==> config.mk <==
export PLATFORM = sky130hd
export DESIGN_NAME = square_composer
export DESIGN_NICKNAME = d
export VERILOG_FILES = /design/src/rtl/square_composer.sv
export SDC_FILE = /design/constraint.sdc
export NUM_CORES = 1
export LEC_CHECK = 0
export ABC_CLOCK_PERIOD_IN_PS = 2900
export CAP_MARGIN = 10
export CORE_MARGIN = 3
export CORE_UTILIZATION = 40
export CTS_CLUSTER_DIAMETER = 60
export DETAILED_ROUTE_END_ITERATION = 6
export DONT_BUFFER_PORTS = 1
export HOLD_SLACK_MARGIN = 0.08
export PLACE_DENSITY = 0.51
export SLEW_MARGIN = 20
export SYNTH_ARGS = -nofsm -noshare
export SYNTH_HDL_FRONTEND = slang
export SYNTH_SLANG_ARGS = --single-unit
export TNS_END_PERCENT = 30
==> constraint.sdc <==
create_clock -name clk -period 2.9 [get_ports clk]
set_input_delay 0.435 -clock clk [delete_from_list [all_inputs] [get_ports clk]]
set_output_delay 0.435 -clock clk [all_outputs]
set_load 0.1 [all_outputs]
==> src/rtl/square_composer.sv <==
// square_composer: rebuilds radicand = root*root + remainder, one root bit per clock.
// Optional SQUARE_COMPOSER_CHECK_EN adds rem_err, flagging remainder > 2*root.
module square_composer #(
  parameter int WIDTH = 4
) (
  input  logic                 clk,
  input  logic                 rst_n,
  input  logic                 din_valid,
  output logic                 din_ready,
  input  logic [WIDTH-1:0]     root,
  input  logic [2*WIDTH-1:0]   remainder,
  output logic                 dout_valid,
  input  logic                 dout_ready,
  output logic [2*WIDTH-1:0]   radicand,
  output logic                 overflow
`ifdef SQUARE_COMPOSER_CHECK_EN
  ,
  output logic                 rem_err
`endif
);
  localparam int AW = 2*WIDTH+1;
  localparam int CW = $clog2(WIDTH+1);
  typedef enum logic [1:0] {IDLE, CALC, DONE} state_t;
  state_t         state, state_nx;
  logic [CW-1:0]  cnt;
  logic [WIDTH-1:0] root_reg;
  logic [AW-1:0]  acc, addend, sum;
  logic           accept, last;
  always_ff @(posedge clk or negedge rst_n)
    if (!rst_n) state <= IDLE;
    else state <= state_nx;
  always_comb begin
    din_ready  = state == IDLE;
    dout_valid = state == DONE;
    accept     = din_ready && din_valid;
    last       = state == CALC && cnt == CW'(WIDTH-1);
    sum        = acc + (root_reg[0] ? addend : '0);
    state_nx   = accept ? CALC : last ? DONE : (dout_valid && dout_ready) ? IDLE : state;
  end
  // root_reg shifts right and addend left, so bit i of the root meets root << i
  always_ff @(posedge clk or negedge rst_n)
    if (!rst_n) begin
      cnt      <= '0;
      root_reg <= '0;
      acc      <= '0;
      addend   <= '0;
      radicand <= '0;
      overflow <= 1'b0;
    end else if (accept) begin
      cnt      <= '0;
      root_reg <= root;
      acc      <= AW'(remainder);
      addend   <= AW'(root);
    end else if (state == CALC) begin
      cnt      <= cnt + CW'(1);
      root_reg <= root_reg >> 1;
      acc      <= sum;
      addend   <= addend << 1;
      if (last) begin
        radicand <= sum[2*WIDTH-1:0];
        overflow <= sum[AW-1];
      end
    end
`ifdef SQUARE_COMPOSER_CHECK_EN
  always_ff @(posedge clk or negedge rst_n)
    if (!rst_n) rem_err <= 1'b0;
    else if (accept) rem_err <= AW'(remainder) > (AW'(root) << 1);
`endif
endmodule

==> reports/summary.md, run 1 <==
IR analysis of the VDD net gives a maximum drop of 368 uV. The mapped netlist covers 1860 um^2. The kind of end point of the critical path is a flop.

Buffers inserted during clock tree synthesis total 5. At the worst endpoint, the arrival time is 2590 ps. Clock tree synthesis selected as its root buffer the cell sky130_fd_sc_hd__clkbuf_8. The type of the worst setup path was flop to flop.

Global routing finished with a remaining overflow of 0. Setup violations remaining at the end of the flow were counted as 0. For this run, the post-layout net count is 220.

The synthesized design contains 0 enable-type register cells. Across the run, the number of max-cap violations was 0. Detailed routing inserted a total of 1,355 vias. The tools report the worst path required time as 3050 ps. Of all flip-flops after synthesis, the portion carrying an async set or reset was 100%. In this design, the largest share of critical-path delay is due to compound AO/OA/AOI/OAI gates.

Clock skew on the completed layout was measured at 6.76 ps. After clock tree synthesis, the clock-pin slew on the worst setup and hold paths is 70 ps. The leading register cell type out of synthesis is sky130_fd_sc_hd__dfrtp_1. At the end of routability-driven placement, the weighted congestion stood at 0.847. The worst path needs 2450 ps of the cycle, external delays included.

In the routed layout, each cell is associated on average with a via count of 5.51. The setup slack of the worst register-to-register path was 450 ps. The clock passes through at most 2 buffers. The largest registers in the layout are acc x9, addend x9, radicand x8. Once the floorplan was initialized, standard cells occupied 42.1% of the core.

The H-tree was split into 2 levels. In this run the vertical extent of the chip is 74.1 um. The logs give 189 for the count of mapped cells out of synthesis and 31 for the count of different cell masters after synthesis. Counting the fill cells in the layout gives 434.

The finished cells cover 2050 um^2. Entering global routing, the biggest net connects 37 pins. Synthesis produced a netlist with a net count of 216.

Derived from the worst setup path, the maximum achievable clock frequency is 409 MHz. For the post-place instance area, the log shows 1920 um^2. During I/O placement, the number of pins put on the boundary was 27. For the via count of the first global-routing pass, the log shows 1,428. STA classifies the critical path startpoint as a flop. The portion of synthesized cell area occupied by the leading cell type works out to 48.5%. After synthesis, the mean cell area works out to 9.82 um^2. The stage delay of the slowest cell on the critical path came out at 470 ps.

The slowest stage of the critical path is the sky130_fd_sc_hd__dfrtp_1 cell. The tools report the detailed-placement wirelength estimate as 2730 um. The floorplan has 24 rows.

For the number of antenna violations at the first check in global routing, the log shows 0. Residual DRC count: 0. Most instantiated library cell after synthesis: sky130_fd_sc_hd__nand2_1. Class of the tightest hold or removal check: input pin to flop.

Along the worst path, the maximum fanout reaches 12. Global routing used 15.6% of the available tracks. In the final layout, the share of cells above drive strength 1 is 9.28%.

The run gives 38.8% as the worst-case headroom to the max-slew limit. The final critical path takes up 84.4% of the cycle. The tools report the final max-slew violation count as 0. After synthesis, the cell types taking the most area are sky130_fd_sc_hd__dfrtp_1 (49%), sky130_fd_sc_hd__nand2_1 (7.9%), sky130_fd_sc_hd__o21ai_0 (7.5%). Final number of hold-violating endpoints: 0. The die covers 5500 um^2. Setup repair after global routing left no endpoint under its margin.

The remaining antenna violation count is 0. TritonCTS built the clock tree. Summing the sequential cell areas from Yosys gives 48.5% of the chip area. From synthesis to final layout, the design area changed by 10.6%. Flip-flop and latch count after synthesis: 36. The aggregate negative setup slack is 0 ps, and the leakage power summed over all cells is 0.000992 uW. Counting both buffers and inverters, the worst setup path holds a total of 0.

Among the stages of the critical path, the cell type that occurs most often is sky130_fd_sc_hd__o21ai_0. For the pin with the worst max-slew slack, the measured transition is 919 ps. The first TritonRoute pass finished after 4 iterations. The floorplan step set the die width to 74.1 um. For the worst-skew pair, the clock arrives at the later sink with an insertion delay of 290 ps.

The count of clock tree sinks is 36. The total power density per cell area was 1230 nW/um^2. The library cell with the largest summed area after synthesis is sky130_fd_sc_hd__dfrtp_1. The final layout contains routed wiring with a total length of 3830 um. Walking the worst path, the cells encountered are and2_1, ha_1, fa_1, a21o_1, a221oi_1, o21ai_0, xnor2_1, o21ai_0. At the end of the flow the core is filled with cells to 46.5%. The repair_antennas step left the layout with diodes totalling 0.

The count of input and output buffers came out at 0. Buffers added to address setup during post-CTS repair amount to 0. Once the clock tree was built, the resizer swapped 0 gates to a different size. Counting instances in the post-synthesis netlist gives the leading cell types as sky130_fd_sc_hd__nand2_1 (39), sky130_fd_sc_hd__dfrtp_1 (36), sky130_fd_sc_hd__o21ai_0 (28).

The synthesis warning total was 0. The area of the core region came out at 4410 um^2. After the first detailed-routing iteration, the DRC count stood at 48. The wire length per cell after detailed routing came out at 15.6 um. The flow ran to the end, and the final reports show no timing, DRC or antenna violations. The wire length of the first global-routing pass came out at 6560 um.
-- repair_timing --
action | CTS | global route
setup endpoints to repair | 0 | 0
hold buffers | 2 | 0
hold endpoints to repair | 36 | 0
-- worst reg2reg max path, stage by stage (launching register included) --
cell and delay [ps]:
sky130_fd_sc_hd__dfrtp_1 470, sky130_fd_sc_hd__and2_1 180, sky130_fd_sc_hd__ha_1 200, sky130_fd_sc_hd__fa_1 410
sky130_fd_sc_hd__a21o_1 230, sky130_fd_sc_hd__a221oi_1 390, sky130_fd_sc_hd__o21ai_0 190, sky130_fd_sc_hd__xnor2_1 160
sky130_fd_sc_hd__o21ai_0 80
-- metal layers --
metal / routed length (um) / global-route usage [%] / share of wire (%) / up-vias
met3: 181 / 4.05 / 4.7 / 4
met5: 0 / 0 / 0 / -
met2: 1860 / 25.6 / 49 / 25
met1: 1750 / 19.5 / 46 / 660
met4: 37 / 6.64 / 0.97 / 0
li1: - / - / - / 666
-- power breakdown --
| part | switching [uW] | internal, uW | leakage [uW] | total, uW |
|---|---|---|---|---|
| clock network | 176 | 255 | 0.0000552 | 431 |
| logic | 510 | 312 | 0.000472 | 822 |
| registers | 580 | 702 | 0.000465 | 1280 |
| total | 1270 | 1270 | 0.000992 | 2540 |
-- area by class of cell --
class                      instances  area, um^2  area share [%]
multi-input combinational        142         913            44.5
clock buffer                       6        72.6            3.53
inverter                           2        7.51           0.365
clock inverter                     2        35.0            1.71
sequential                        36         901            43.8
timing repair buffer               6        60.1            2.92
tap                               52        65.1            3.17
-- metrics by stage --
step	std cells	total power [uW]	worst slack (ps)	hold slack [ps]
2_1_floorplan	189	1910	223	139
3_3_place_gp	236	2090	476	140
3_5_place_dp	236	2120	444	140
4_1_cts	246	2560	413	234
5_1_grt	246	2710	215	224
6_report	246	2540	453	244
-- cell usage in the layout (no fill, tap or decap), drive strengths merged, types with 2 or more instances in the layout --
cell and count:
dfrtp 36, and3 4, and2 9, a21oi 4, buf 5, nand2b 2, nor2 4, nand3 2
xnor2 4, mux2i 5, ha 10, a21o 5, xor2 4, a22oi 9, clkbuf 6, o21ai 28
mux2 2, nand2 39, inv 2
-- kinds of logic after synthesis --
kind of cell / synth area share, %
compound gates: 18.1
buf+inv: 2.56
simple gates: 15.4
mux: 3.91
flops: 48.5
xor+xnor: 3.77
fa+ha+maj: 7.82
-- path summary, 6_finish.rpt --
check / start / end / depth (start not counted)
min reg2reg: addend[6]$_DFFE_PN0P_ / addend[7]$_DFFE_PN0P_ / 2
max reg2reg: root_reg[0]$_DFFE_PN0P_ / overflow$_DFFE_PN0P_ / 8
max: root_reg[0]$_DFFE_PN0P_ / overflow$_DFFE_PN0P_ / 8
min: dout_ready / state[1]$_DFFE_PN0P_ / 1
min in group asynchronous: rst_n / radicand[7]$_DFFE_PN0P_ / 2
max in group asynchronous: rst_n / cnt[1]$_DFFE_PN0P_ / 2
No activity file was read; power rests on OpenSTA's default activity.
==> inputs of run 2 (changes only) <==
--- a/config.mk
+++ b/config.mk
@@ -5,7 +5,7 @@
 export SDC_FILE = /design/constraint.sdc
 export NUM_CORES = 1
 export LEC_CHECK = 0
-export ABC_CLOCK_PERIOD_IN_PS = 2900
+export ABC_CLOCK_PERIOD_IN_PS = 2400
 export CAP_MARGIN = 10
 export CORE_MARGIN = 3
 export CORE_UTILIZATION = 40
==> constraint.sdc (replaced) <==
create_clock -name clk -period 2.4 [get_ports clk]
set_input_delay 0.36 -clock clk [delete_from_list [all_inputs] [get_ports clk]]
set_output_delay 0.36 -clock clk [all_outputs]
set_load 0.1 [all_outputs]
==> reports/summary.md, run 2 (synthesized netlist as in run 1, its figures left out) <==
The count of TritonRoute iterations in the first routing pass was 4 (unchanged). Cell at the root of the clock tree: sky130_fd_sc_hd__clkbuf_8. H-tree depth: 2 (unchanged). The kind of end point of the critical path is a flop. Final number of hold-violating endpoints: 0 (unchanged). The proportion of power drawn by the clock network was 15.2% (-1.8 points); the final non-filler cell total was 248 (+0.81%).

Type of the worst setup path: flop to flop. Worst-case headroom to the max-slew limit: 40.4% (+1.6 points). The run gives 9.04 ps (+2.27 ps) as the worst clock skew on the final layout. The area of the die is 5500 um^2 (unchanged), and the total power density per cell area is 1460 nW/um^2 (+18%).

The final max-slew violation count is 0 (unchanged), and the critical-path maximum fanout is 3 (-9). Setup repair after global routing left no endpoint under its margin. Routed wire length: 3880 um (+1.3%). The count of clock tree sinks is 36 (unchanged). For the number of antenna violations at the first check in global routing, the log shows 0 (unchanged). The achievable clock frequency was 443 MHz (+8.4%); the clock network latency to the later pin of the worst-skew pair was 280 ps (about the same). The largest registers in the layout are acc x9, addend x9, radicand x8. The cell family contributing the most delay on the critical path is adder cells.

The min-delay analysis places its worst path in the category input pin to flop. The vertical die dimension is 74.1 um (unchanged). Switching power summed over all nets: 1530 uW (+20%).

CTS clock-pin slew for the worst setup and hold paths: 70 ps (about the same). The buffers plus inverters on the worst setup path is 1 (+1). The wire length per cell after detailed routing was 15.6 um (+0.49%). The via count of the first global-routing pass is 1,439 (+0.77%). The pin slew with the least headroom to its limit was 894 ps (-24.4 ps); the residual DRC count was 0 (unchanged).

The final weighted congestion of routability-driven global placement was 0.795 (-6.1%); the fraction of the cycle the final worst path needs was 94.0% (+9.7 points). The setup slack of the worst register-to-register path was 140 ps (-310 ps); the count of inserted antenna diode cells was 0 (unchanged). The number of setup buffers added after CTS came out at 0 (unchanged).

Stage delay of the slowest cell on the critical path: 410 ps (-60 ps). The run gives 84 (+75%) as the initial DRC count. Cell-internal power: 1490 uW (+18%). The run gives 541 uV (+47%) as the largest vdd supply drop. The number of vias after detailed routing is 1,362 (+0.52%). In the layout the commonest cells are sky130_fd_sc_hd__nand2_1 (39), sky130_fd_sc_hd__dfrtp_1 (36), sky130_fd_sc_hd__o21ai_0 (28). The wire length of the first global-routing pass came out at 6530 um (-0.32%).

The library cell used most frequently in the layout, excluding fill and tap cells, is sky130_fd_sc_hd__nand2_1. The tools report the detailed-placement wirelength estimate as 2690 um (-1.5%). STA classifies the critical path startpoint as a flop. The final setup slack of the worst path came out at 143 ps (-310 ps). The minimum clock period after layout is 2260 ps (-190 ps). The number of buffers between clock root and the deepest sink came out at 2 (unchanged).

The mean number of vias per cell was 5.49 (-0.29%). For the final-report setup violation count, the log shows 0 (unchanged). The worst endpoint data arrival time was 2390 ps (-200 ps); the leakage power summed over all cells was 0.00100 uW (+1.1%). The run gives 15.8% (+0.15 points) as the total global routing track utilization. The flow ran to the end, and the final reports show no timing, DRC or antenna violations.

The worst slack on hold paths is 167 ps (-77.5 ps), and the total of max-cap violations is 0 (unchanged). For the number of clock buffers inserted by TritonCTS, the log shows 5 (unchanged). The run gives 50.9% (+0.3 points) as the share of total power in sequential cells. The largest net degree at the start of global routing is 37 (unchanged).

The starting utilization of the core area was 42.1% (unchanged); the remaining antenna violation count was 0 (unchanged). The ratio of cells with drive above 1 in the final layout is 11.2% (+1.9 points). Among all stages on the critical path, the largest delay is contributed by sky130_fd_sc_hd__fa_1. The placed cell count came out at 239 (+1.3%).

Aggregate negative setup slack: 0 ps (unchanged). The utilization after layout was 46.9% (+0.40 points); the overflow left after global routing was 0 (unchanged). The logs give 89.4 ps (-354 ps) for the post-placement worst setup slack and 33.9% (+1.5 points) for the share of total power in combinational logic.

The run gives 2530 ps (-520 ps) as the worst path required time. The area of the core region was 4410 um^2 (unchanged). The die extent in x is 74.1 um (unchanged). The count of input and output buffers was 0 (unchanged). The run gives 24 (unchanged) as the row count. TritonCTS built the clock tree. The final net count was 223 (+1.4%). The critical path goes through and2_1, ha_1, fa_1, a21o_1, a221oi_2, buf_4, xor2_1, o21ai_0. The share of total power consumed by net switching was 50.6% (+0.60 points).

From synthesis to final layout, the design area changed by 11.6%. For the top-level port count, the log shows 27 (unchanged).
## run 2: cell types whose count changed in the layout (fill, tap and decap cells not counted)
cell / previous run / this run
sky130_fd_sc_hd__buf_4: 4 / 7
sky130_fd_sc_hd__clkbuf_8: 5 / 7
sky130_fd_sc_hd__a221oi_1: 1 / 0
sky130_fd_sc_hd__a221oi_2: 0 / 1
sky130_fd_sc_hd__bufinv_16: 1 / 0
sky130_fd_sc_hd__clkbuf_1: 1 / 0
sky130_fd_sc_hd__clkinv_2: 1 / 0
## run 2: final cells by class
type | instances | area, um^2
Multi-Input combinational cell | 142 | 920
Sequential cell | 36 | 901
Clock buffer | 7 | 96.3
Timing Repair Buffer | 9 | 82.6
Tap cell | 52 | 65.1
Inverter | 2 | 7.51
Fill cell | 423 | 2340
## run 2: per-stage QoR
step	power, uW	area, um^2
finish	3020	2070
global route	3230	2070
CTS	3050	2070
detailed placement	2570	1940
global placement	2530	1940
floorplan	2310	1860
## run 2: worst paths after layout
path / from / endpoint / cells after the start
setup / recovery: addend[0]$_DFFE_PN0P_ / acc[6]$_DFFE_PN0P_ / 8
hold / removal: dout_ready / state[1]$_DFFE_PN0P_ / 1
setup reg to reg: addend[0]$_DFFE_PN0P_ / acc[6]$_DFFE_PN0P_ / 8
hold reg to reg: acc[8]$_DFFE_PN0P_ / acc[8]$_DFFE_PN0P_ / 1
max in group asynchronous: rst_n / acc[2]$_DFFE_PN0P_ / 2
min in group asynchronous: rst_n / radicand[5]$_DFFE_PN0P_ / 2
## run 2: metal layers
| layer | vias to the layer above | track usage [%] | routed length [um] | part of all wire [%] |
|---|---|---|---|---|
| met5 | - | 0 | 0 | 0 |
| met4 | 0 | 6.44 | 24 | 0.62 |
| met3 | 2 | 4.46 | 196 | 5.1 |
| met2 | 32 | 26.5 | 1820 | 47 |
| met1 | 653 | 19.0 | 1840 | 47 |
| li1 | 675 | - | - | - |
## run 2: what timing repair did
action / 4_1_cts / 5_1_grt
gates resized for setup: 0 / 1
hold endpoints to repair: 36 / 0
endpoints found under the setup margin: 0 / 3
hold buffers: 2 / 0
## run 2: power by group through the flow
stage,clock network [uW],logic (uW),registers [uW]
floorplan,0,811,1500
global placement,0,986,1540
detailed placement,0,1010,1550
CTS,473,1030,1540
global route,491,1170,1570
finish,459,1020,1540
==> inputs of run 3 (changes only) <==
--- a/config.mk
+++ b/config.mk
@@ -13,7 +13,7 @@
 export DETAILED_ROUTE_END_ITERATION = 6
 export DONT_BUFFER_PORTS = 1
 export HOLD_SLACK_MARGIN = 0.08
-export PLACE_DENSITY = 0.51
+export PLACE_DENSITY_LB_ADDON = 0.3
 export SLEW_MARGIN = 20
 export SYNTH_ARGS = -nofsm -noshare
 export SYNTH_HDL_FRONTEND = slang
==> reports/summary.md, run 3 (synthesized netlist as in run 1, its figures left out) <==
The flow ran to the end, and the final reports show no timing, DRC or antenna violations. For the number of clock buffers inserted by TritonCTS, the log shows 5 (unchanged). For the final net count, the log shows 223 (unchanged). The logs give 0 (unchanged) for the final number of hold-violating endpoints and 83 (-1.2%) for the initial DRC count. The share of total power consumed by net switching is 50.8% (+0.23 points), and the detailed-placement wirelength estimate is 2850 um (+5.9%). The via count of the first global-routing pass is 1,401 (-2.6%). The area of the die was 5500 um^2 (unchanged); the die extent in x was 74.1 um (unchanged).

The element type at the critical path start is a flop. The utilization after layout is 47.1% (+0.17 points), and the minimum clock period after layout is 2270 ps (+10.0 ps). The tools report the wire length of the first global-routing pass as 6570 um (+0.52%). The pin slew with the least headroom to its limit works out to 898 ps (+3.54 ps). Setup repair after global routing left no endpoint under its margin.

The final weighted congestion of routability-driven global placement is 0.838 (+5.4%), and the largest vdd supply drop is 411 uV (-24%). From synthesis to final layout, the design area changed by 12.0%. The total power density per cell area came out at 1460 nW/um^2 (+0.49%). Leaving out fill and tap cells, the most frequent cells in the layout are sky130_fd_sc_hd__nand2_1 (39), sky130_fd_sc_hd__dfrtp_1 (36), sky130_fd_sc_hd__o21ai_0 (28). The tools report the count of inserted antenna diode cells as 0 (unchanged). The area of the core region is 4410 um^2 (unchanged), and the worst endpoint data arrival time is 2430 ps (+40 ps). The tools report the setup slack of the worst register-to-register path as 130 ps (about the same). The count of clock tree sinks was 36 (unchanged). The number of vias after detailed routing was 1,377 (+1.1%); the count of input and output buffers was 0 (unchanged).

For the worst clock skew on the final layout, the log shows 2.55 ps (-6.48 ps). The stage delay of the slowest cell on the critical path was 420 ps (about the same); the number of buffers between clock root and the deepest sink was 2 (unchanged). The cell at the root of the clock tree was sky130_fd_sc_hd__clkbuf_8. The fraction of the cycle the final worst path needs was 94.5% (+0.42 points). The logs give 50.5% (-0.4 points) for the share of total power in sequential cells and 280 ps (about the same) for the clock network latency to the later pin of the worst-skew pair. Among cell families on the critical path, the largest total delay comes from compound AO/OA/AOI/OAI gates. The run gives 0 (unchanged) as the final max-slew violation count. Critical-path maximum fanout: 3 (unchanged). The remaining antenna violation count is 0 (unchanged), and the cell-internal power is 1500 uW (+0.39%).

Switching power summed over all nets: 1550 uW (+1.3%). The leakage power summed over all cells is 0.00100 uW (+0.17%). The vertical die dimension is 74.1 um (unchanged). The largest registers in the layout are acc x9, addend x9, radicand x8.

The tools report the count of TritonRoute iterations in the first routing pass as 4 (unchanged). For the placed cell count, the log shows 239 (unchanged). The run gives 4090 um (+5.4%) as the routed wire length. The share of total power in combinational logic is 34.2% (+0.3 points). The ratio of cells with drive above 1 in the final layout came out at 11.7% (+0.51 points).

The CTS clock-pin slew for the worst setup and hold paths came out at 70 ps (about the same). The tools report the worst path required time as 2560 ps (+30 ps). The achievable clock frequency was 441 MHz (-0.44%). Type of the worst setup path: flop to flop.

The worst hold path belongs to the class input pin to flop. The logs give 2 (unchanged) for the H-tree depth and 40.2% (-0.24 points) for the worst-case headroom to the max-slew limit. TritonCTS built the clock tree.

The total global routing track utilization is 15.8% (+0.045 points). The row count came out at 24 (unchanged). For the aggregate negative setup slack, the log shows 0 ps (unchanged). The residual DRC count was 0 (unchanged); the top-level port count was 27 (unchanged). The buffers plus inverters on the worst setup path came out at 0 (-1). For this design, the slowest cell found on the critical path is sky130_fd_sc_hd__fa_1. The tools report the overflow left after global routing as 0 (unchanged).

Walking the worst path, the cells encountered are and2_1, ha_1, fa_1, a21o_1, a221oi_2, o21ai_0, xnor2_1, o21ai_0. The tools report the number of fill cells in the layout as 416 (-1.7%). The largest net degree at the start of global routing is 37 (unchanged), and the proportion of power drawn by the clock network is 15.3% (about the same). The worst setup path is captured at a flop.

The run gives 0 (unchanged) as the number of antenna violations at the first check in global routing. The total power of the final layout is 3040 uW (+0.85%). The starting utilization of the core area is 42.1% (unchanged). Among the stages of the critical path, the cell type that occurs most often is sky130_fd_sc_hd__o21ai_0.

The final-report setup violation count was 0 (unchanged); the wire length per cell after detailed routing was 16.5 um (+5.4%). The final non-filler cell total is 248 (unchanged), and the mean number of vias per cell is 5.55 (+1.1%). The total of max-cap violations was 0 (unchanged); the worst slack on hold paths was 167 ps (-0.238 ps).

Leaving out fill and tap cells, the most frequent cell in the layout is sky130_fd_sc_hd__nand2_1.
run 3: cell type report:
type,instances,area (um^2),share of cell area [%]
tap,52,65.1,3.13
clock buffer,7,96.3,4.63
timing repair buffer,9,82.6,3.97
sequential,36,901,43.3
multi-input combinational,142,927,44.6
inverter,2,7.51,0.361
run 3: worst reg2reg max path: stages (launching register included):
cell	delay [ps]
sky130_fd_sc_hd__dfrtp_1	390
sky130_fd_sc_hd__and2_1	160
sky130_fd_sc_hd__ha_1	210
sky130_fd_sc_hd__fa_1	420
sky130_fd_sc_hd__a21o_1	230
sky130_fd_sc_hd__a221oi_2	280
sky130_fd_sc_hd__o21ai_0	170
sky130_fd_sc_hd__xnor2_1	190
sky130_fd_sc_hd__o21ai_0	90
run 3: path summary, 6_finish.rpt:
check,start,depth (start not counted),to
setup / recovery,addend[0]$_DFFE_PN0P_,8,overflow$_DFFE_PN0P_
hold / removal,dout_ready,1,state[1]$_DFFE_PN0P_
setup reg to reg,addend[0]$_DFFE_PN0P_,8,overflow$_DFFE_PN0P_
hold reg to reg,acc[0]$_DFFE_PN0P_,2,acc[0]$_DFFE_PN0P_
max in group asynchronous,rst_n,2,acc[2]$_DFFE_PN0P_
min in group asynchronous,rst_n,2,radicand[3]$_DFFE_PN0P_
run 3: power by group through the flow:
stage                     Clock [uW]  Sequential, uW  Combinational [uW]
after floorplan                    0            1500                 811
after global placement             0            1540                 974
after detailed placement           0            1550                1010
after CTS                        474            1540                1040
after global routing             501            1570                1180
final                            464            1540                1040
run 3: repair_timing:
item | CTS | global route
endpoints found under the setup margin | 0 | 4
endpoints found under the hold margin | 36 | 0
hold buffers | 2 | 0
setup buffers | 0 | 0
resized for setup | 0 | 2
run 3: metal layers:
| metal | up-vias | track usage (%) | share of wire, % |
|---|---|---|---|
| li1 | 669 | - | - |
| met1 | 670 | 19.4 | 45 |
| met2 | 31 | 26.2 | 48 |
| met3 | 7 | 5.54 | 6.5 |
| met4 | 0 | 4.83 | 1.3 |
| met5 | - | 0 | 0 |
run 3: stage by stage:
| step | worst slack (ps) | area (um^2) |
|---|---|---|
| after floorplan | 91.8 | 1860 |
| after global placement | 147 | 1940 |
| final | 133 | 2080 |
| after CTS | 47.1 | 2070 |
| after detailed placement | 64.8 | 1940 |
| after global routing | 8.43 | 2080 |
